<file path="config.mk">
export PLATFORM = sky130hd
export DESIGN_NAME = bus_reader
export DESIGN_NICKNAME = d
export VERILOG_FILES = /design/src/rtl/bus_pkg.sv /design/src/rtl/bus_index_decoder.sv /design/src/rtl/bus_reader.sv
export SDC_FILE = /design/constraint.sdc
export NUM_CORES = 1
export LEC_CHECK = 0
export BUFFER_PORTS_ARGS = -buffer_cell sky130_fd_sc_hd__buf_2
export CAP_MARGIN = 20
export CORE_UTILIZATION = 35
export DETAILED_ROUTE_END_ITERATION = 7
export GPL_TIMING_DRIVEN = 0
export SLEW_MARGIN = 20
export SYNTH_ARGS = -nofsm -noshare
export SYNTH_HDL_FRONTEND = slang
export SYNTH_SLANG_ARGS = --single-unit
</file>
<file path="constraint.sdc">
create_clock -name clk -period 1.31 [get_ports clk]
set_input_delay 0.131 -clock clk [delete_from_list [all_inputs] [get_ports clk]]
set_output_delay 0.131 -clock clk [all_outputs]
set_load 0.05 [all_outputs]
</file>
<file path="src/rtl/bus_pkg.sv">
// rtl/bus_pkg.sv - shared FSM state type and source-index width helper for the bus reader.
package bus_pkg;

  typedef enum logic [1:0] {
    IDLE    = 2'd0,
    DRIVE   = 2'd1,
    CAPTURE = 2'd2
  } state_e;

  // Index 0 is reserved for the pulled-up bus default, so drivers need count+1 codes.
  function automatic int idx_width(input int count);
    return $clog2(count + 1);
  endfunction

endpackage

</file>
<file path="src/rtl/bus_index_decoder.sv">
// rtl/bus_index_decoder.sv - source index to one-hot driver enable; 0 or out-of-range gives all-zero.
module bus_index_decoder
  import bus_pkg::*;
#(
  parameter int SRC_COUNT = 8,
  parameter int IDX_W     = idx_width(SRC_COUNT)
) (
  input  logic [IDX_W-1:0]     idx_i,
  output logic [SRC_COUNT-1:0] onehot_o
);

  always_comb begin
    onehot_o = '0;
    for (int i = 0; i < SRC_COUNT; i++) begin
      onehot_o[i] = (idx_i == IDX_W'(i + 1));
    end
  end

endmodule

</file>
<file path="src/rtl/bus_reader.sv">
// rtl/bus_reader.sv - three-phase shared-bus reader loading masked destination registers.
// Optional transfer counter output enabled by defining BUS_READER_COUNT_EN.
module bus_reader
  import bus_pkg::*;
#(
  parameter  int WIDTH     = 8,
  parameter  int SRC_COUNT = 8,
  parameter  int DST_COUNT = 8,
  localparam int SRC_IDX_W = idx_width(SRC_COUNT)
) (
  input  logic                       clk,
  input  logic                       rst_n,
  input  logic [WIDTH-1:0]           bus_in,
  input  logic                       req_valid,
  input  logic [SRC_IDX_W-1:0]       req_src,
  input  logic [DST_COUNT-1:0]       req_dst,
  output logic                       req_ready,
  output logic [SRC_COUNT-1:0]       bus_enable,
  output logic [WIDTH*DST_COUNT-1:0] dst_data,
  output logic [DST_COUNT-1:0]       load_strobe,
  output logic                       src_err
`ifdef BUS_READER_COUNT_EN
  , output logic [15:0]              xfer_count
`endif
);

  state_e                     state_q;
  logic [DST_COUNT-1:0]       dst_q;
  logic                       oor_q;
  logic [SRC_COUNT-1:0]       bus_enable_q;
  logic [DST_COUNT-1:0]       load_strobe_q;
  logic [WIDTH*DST_COUNT-1:0] dst_data_q;
  logic                       src_err_q;
  logic [SRC_COUNT-1:0]       src_onehot;
  logic                       src_oor;
`ifdef BUS_READER_COUNT_EN
  logic [15:0]                xfer_count_q;
`endif

  bus_index_decoder #(
    .SRC_COUNT(SRC_COUNT),
    .IDX_W    (SRC_IDX_W)
  ) u_dec (
    .idx_i   (req_src),
    .onehot_o(src_onehot)
  );

  assign src_oor = (req_src > SRC_IDX_W'(SRC_COUNT));

  always_ff @(posedge clk or negedge rst_n) begin
    if (!rst_n) begin
      state_q       <= IDLE;
      dst_q         <= '0;
      oor_q         <= 1'b0;
      bus_enable_q  <= '0;
      load_strobe_q <= '0;
      dst_data_q    <= '0;
      src_err_q     <= 1'b0;
`ifdef BUS_READER_COUNT_EN
      xfer_count_q  <= 16'd0;
`endif
    end else begin
      load_strobe_q <= '0;
      case (state_q)
        IDLE: begin
          if (req_valid) begin
            state_q      <= DRIVE;
            dst_q        <= req_dst;
            oor_q        <= src_oor;
            bus_enable_q <= src_onehot;
            if (src_oor) src_err_q <= 1'b1;
          end
        end
        DRIVE: state_q <= CAPTURE;
        CAPTURE: begin
          state_q      <= IDLE;
          bus_enable_q <= '0;
          // An errored transfer completes its timing but must not touch any register.
          load_strobe_q <= oor_q ? '0 : dst_q;
          for (int k = 0; k < DST_COUNT; k++) begin
            if (dst_q[k] && !oor_q) dst_data_q[k*WIDTH +: WIDTH] <= bus_in;
          end
`ifdef BUS_READER_COUNT_EN
          xfer_count_q <= xfer_count_q + 16'd1;
`endif
        end
        default: state_q <= IDLE;
      endcase
    end
  end

  assign req_ready   = (state_q == IDLE);
  assign bus_enable  = bus_enable_q;
  assign load_strobe = load_strobe_q;
  assign dst_data    = dst_data_q;
  assign src_err     = src_err_q;
`ifdef BUS_READER_COUNT_EN
  assign xfer_count  = xfer_count_q;
`endif

endmodule

</file>
==> results.md <==
- Status: finished, violations left
- Failing checks: setup timing
- Post-Synth Adder-Cell Area: 0%
- R2R Setup Slk: -0.15 ns
- Die height: about 100 µm
- CTS tree: yes
- Gpl congestion: between 0.6 and 0.7
- Post-synthesis mux area share: 26.1%
- Crit path capture type: flip-flop
- Setup Total Neg Slack: -8.42 ns
- Final setup viols: 73
- Initial Utilization: 36.5%
- DRC Markers: 0
- Overall power: 13.2 mW
- Synth area leader: dfrtp_1
- Synth Area in XOR/XNOR: 0%
- Hold EP: dst_q[7]
- Post-synthesis compound-gate area fraction: under 10%
- Rows: 36
- Hold Path Cell Cnt: 2
- Simple-gate area share of the yosys netlist: 4.88%
- Yosys top cell area share: between 60% and 70%
- Min-delay worst type: input port to flip-flop
- Layout cells sized above 1: around 62%
- Drt wl/cell: between 15 and 20 µm
- Endpoints failing hold: 0
- Worst R2R Start: state_q[0]
- Post-DP Area: 4370 µm²
- Worst r2r dst: dst_data[40]
- Cells after Synth: a little over 200
- DRT antenna net count: 0
- Synthesized area per cell: 17.5 µm²
- Fmax: around 690 MHz
- Worst-Skew Late Latency: around 0.36 ns
- H-tree level count: 3
- Post-route clock period utilization: 111%
- Startpoint Class: flip-flop
- Non-filler cells, final: between 400 and 500
- Vias in the first global route: around 2200
- Final instance area: about 4800 µm²
- Post-Place Cells: ~440
- Grt ovf: 0
- Via density: about 4.7
- Worst slew pin tran: about 0.42 ns
- Pwr dens: roughly 2700 nW/µm²
- Yosys cell types: 20
- VDD IR-drop max: 0.00129 V
- LEAKAGE: between 2 and 2.5 nW
- Worst Setup Path Type: flip-flop to flip-flop
- Root Buffer: clkbuf_8
- Syn_nets: between 200 and 250
- Number of CTS-inserted buffers: 9
- YS warnings: 0
- Largest family of logic cells by synthesized area: multiplexers
- Synth Register Bits: between 90 and 100
- Half-perimeter wire length after placement: 5.11 mm
- Setup ws final: -0.148 ns
- Sequential area share after synthesis: between 60% and 70%
- Final Hold Slack: roughly 0.013 ns
- Fin nets: between 300 and 400
- Crit-path max FO: 9
- Post-layout minimum cycle time: between 1 and 1.5 ns
- Drt pass-1 iters: 4
- Maxcap violations: 0
- Port bufs: 103
- Maximum clock insertion buffer count: 2
- First DRT Iteration DRCs: 66
- Min-delay src: req_dst[7]
- Largest cells by area after synthesis: dfrtp_1, mux2_4, mux2_1
- Worst reg2reg path depth: 4
- RSZ-0062 raised after global routing: yes
- Synthesized cell area: about 3600 µm²
- I/O pin count: 105
- # diodes: 0
- Routed WL: about 8.5 mm
- Required @ worst endpoint: around 1.6 ns
- Worst Skew: about 0.014 ns
- Initial antenna violation count: 0
- Die area: about 11000 µm²
- Worst slew margin: between 70% and 80%
- First-pass GRT wire length: around 13 mm
- P&R area growth vs syn: 33.8%
- Clk slew on worst S/H paths: about 0.090 ns
- Detailed-route via count: between 2000 and 2500
- Die width: approximately 100 µm
- CP arrival: between 1.5 and 2 ns
- Largest net degree at the start of global routing: 51
- Core area: around 9900 µm²
- Worst setup slack after placement: -0.222 ns
- GRT Total Usage: 15.7%
- Fin. max-slew vios: 0
- Final Util: 48.8%
- CTS Sinks: 92
[per-layer routing]
metal	track usage, %	vias to the layer above	share of wire, %
met5	0	-	0
met4	4.04	0	0.63
met3	4.47	6	4.8
met2	23.1	71	46
met1	22.6	1152	48
li1	-	998	-
[layout by cell type, fill, tap and decap left out, drive strengths merged]
cell	Yosys	final
clkinvlp	0	1
a22o	3	3
a32o	5	5
o31a	1	1
o21bai	1	1
clkinv	0	3
nor3b	2	2
nor3	1	1
and4bb	9	9
dfrtp	92	92
buf	11	121
dlygate4sd3	0	5
nor4b	1	1
nor2	3	3
nor2b	2	2
a21o	1	1
mux2	73	73
inv	0	2
clkbuf	1	12
[cells in the mapped netlist]
master and count:
a21o_1 1, mux2_1 40, nor2_1 3, nor3_1 1, a22o_1 3, nor3b_2 1, mux2_4 32, o21bai_2 1
nor3b_1 1, mux2_2 1, and4bb_1 9, a32o_1 5, nor2b_1 2, nor4b_2 1, buf_6 4, buf_2 5
buf_4 2, o31a_1 1, clkbuf_1 1, dfrtp_1 92
[worst max-delay path, stage by stage (launching register included)]
cell	delay, ns
dfrtp_2	0.45
buf_6	0.14
and4bb_1	0.29
buf_12	0.17
mux2_4	0.30
[timing repair]
item | in CTS | in global routing
cloned | 1 | 4
pin swaps | 0 | 2
gates resized for setup | 13 | 49
endpoints found under the hold margin | 45 | 1
hold buffers | 4 | 1
setup endpoints to repair | 76 | 79
setup buffers | 2 | 0
[layout make-up]
type / count / area [µm²]
buffer: 12 / 144
clock buffer: 10 / 128
clock inverter: 6 / 47.5
fill: 871 / 5070
multi-input combinational: 102 / 1370
sequential: 92 / 2300
tap: 133 / 166
timing repair buffer: 116 / 677
[kinds of logic after synthesis]
kind of cell	Yosys count
buf+inv	12
compound gates	11
flops	92
mux	73
simple gates	18
[power by group]
part	leakage [nW]	internal (mW)	switching [mW]
Sequential	1.13	3.93	0.601
Combinational	1.19	2.23	4.71
Clock	0.0872	0.708	1.03
[flip-flops by register name, summed over array words and instances, names as in the netlist]
register     flops
oor_q            1
dst_data        64
load_strobe      8
bus_enable       8
state_q          2
dst_q            8
src_err          1
[how the worst max path moves through the flow]
| stage | from | endpoint | slack (ns) | cells past startpoint |
|---|---|---|---|---|
| final | state_q[0] | dst_data[40] | -0.15 | 4 |
| after global routing | state_q[0] | dst_data[52] | -0.20 | 4 |
| after CTS | state_q[0] | dst_data[42] | -0.16 | 4 |
| after detailed placement | oor_q | dst_data[4] | -0.22 | 3 |
| after global placement | rst_n | bus_enable[4] | -0.75 | 1 |
| after floorplan | state_q[0] | dst_data[24] | -0.03 | 4 |
(Power assumes the default switching activity.)
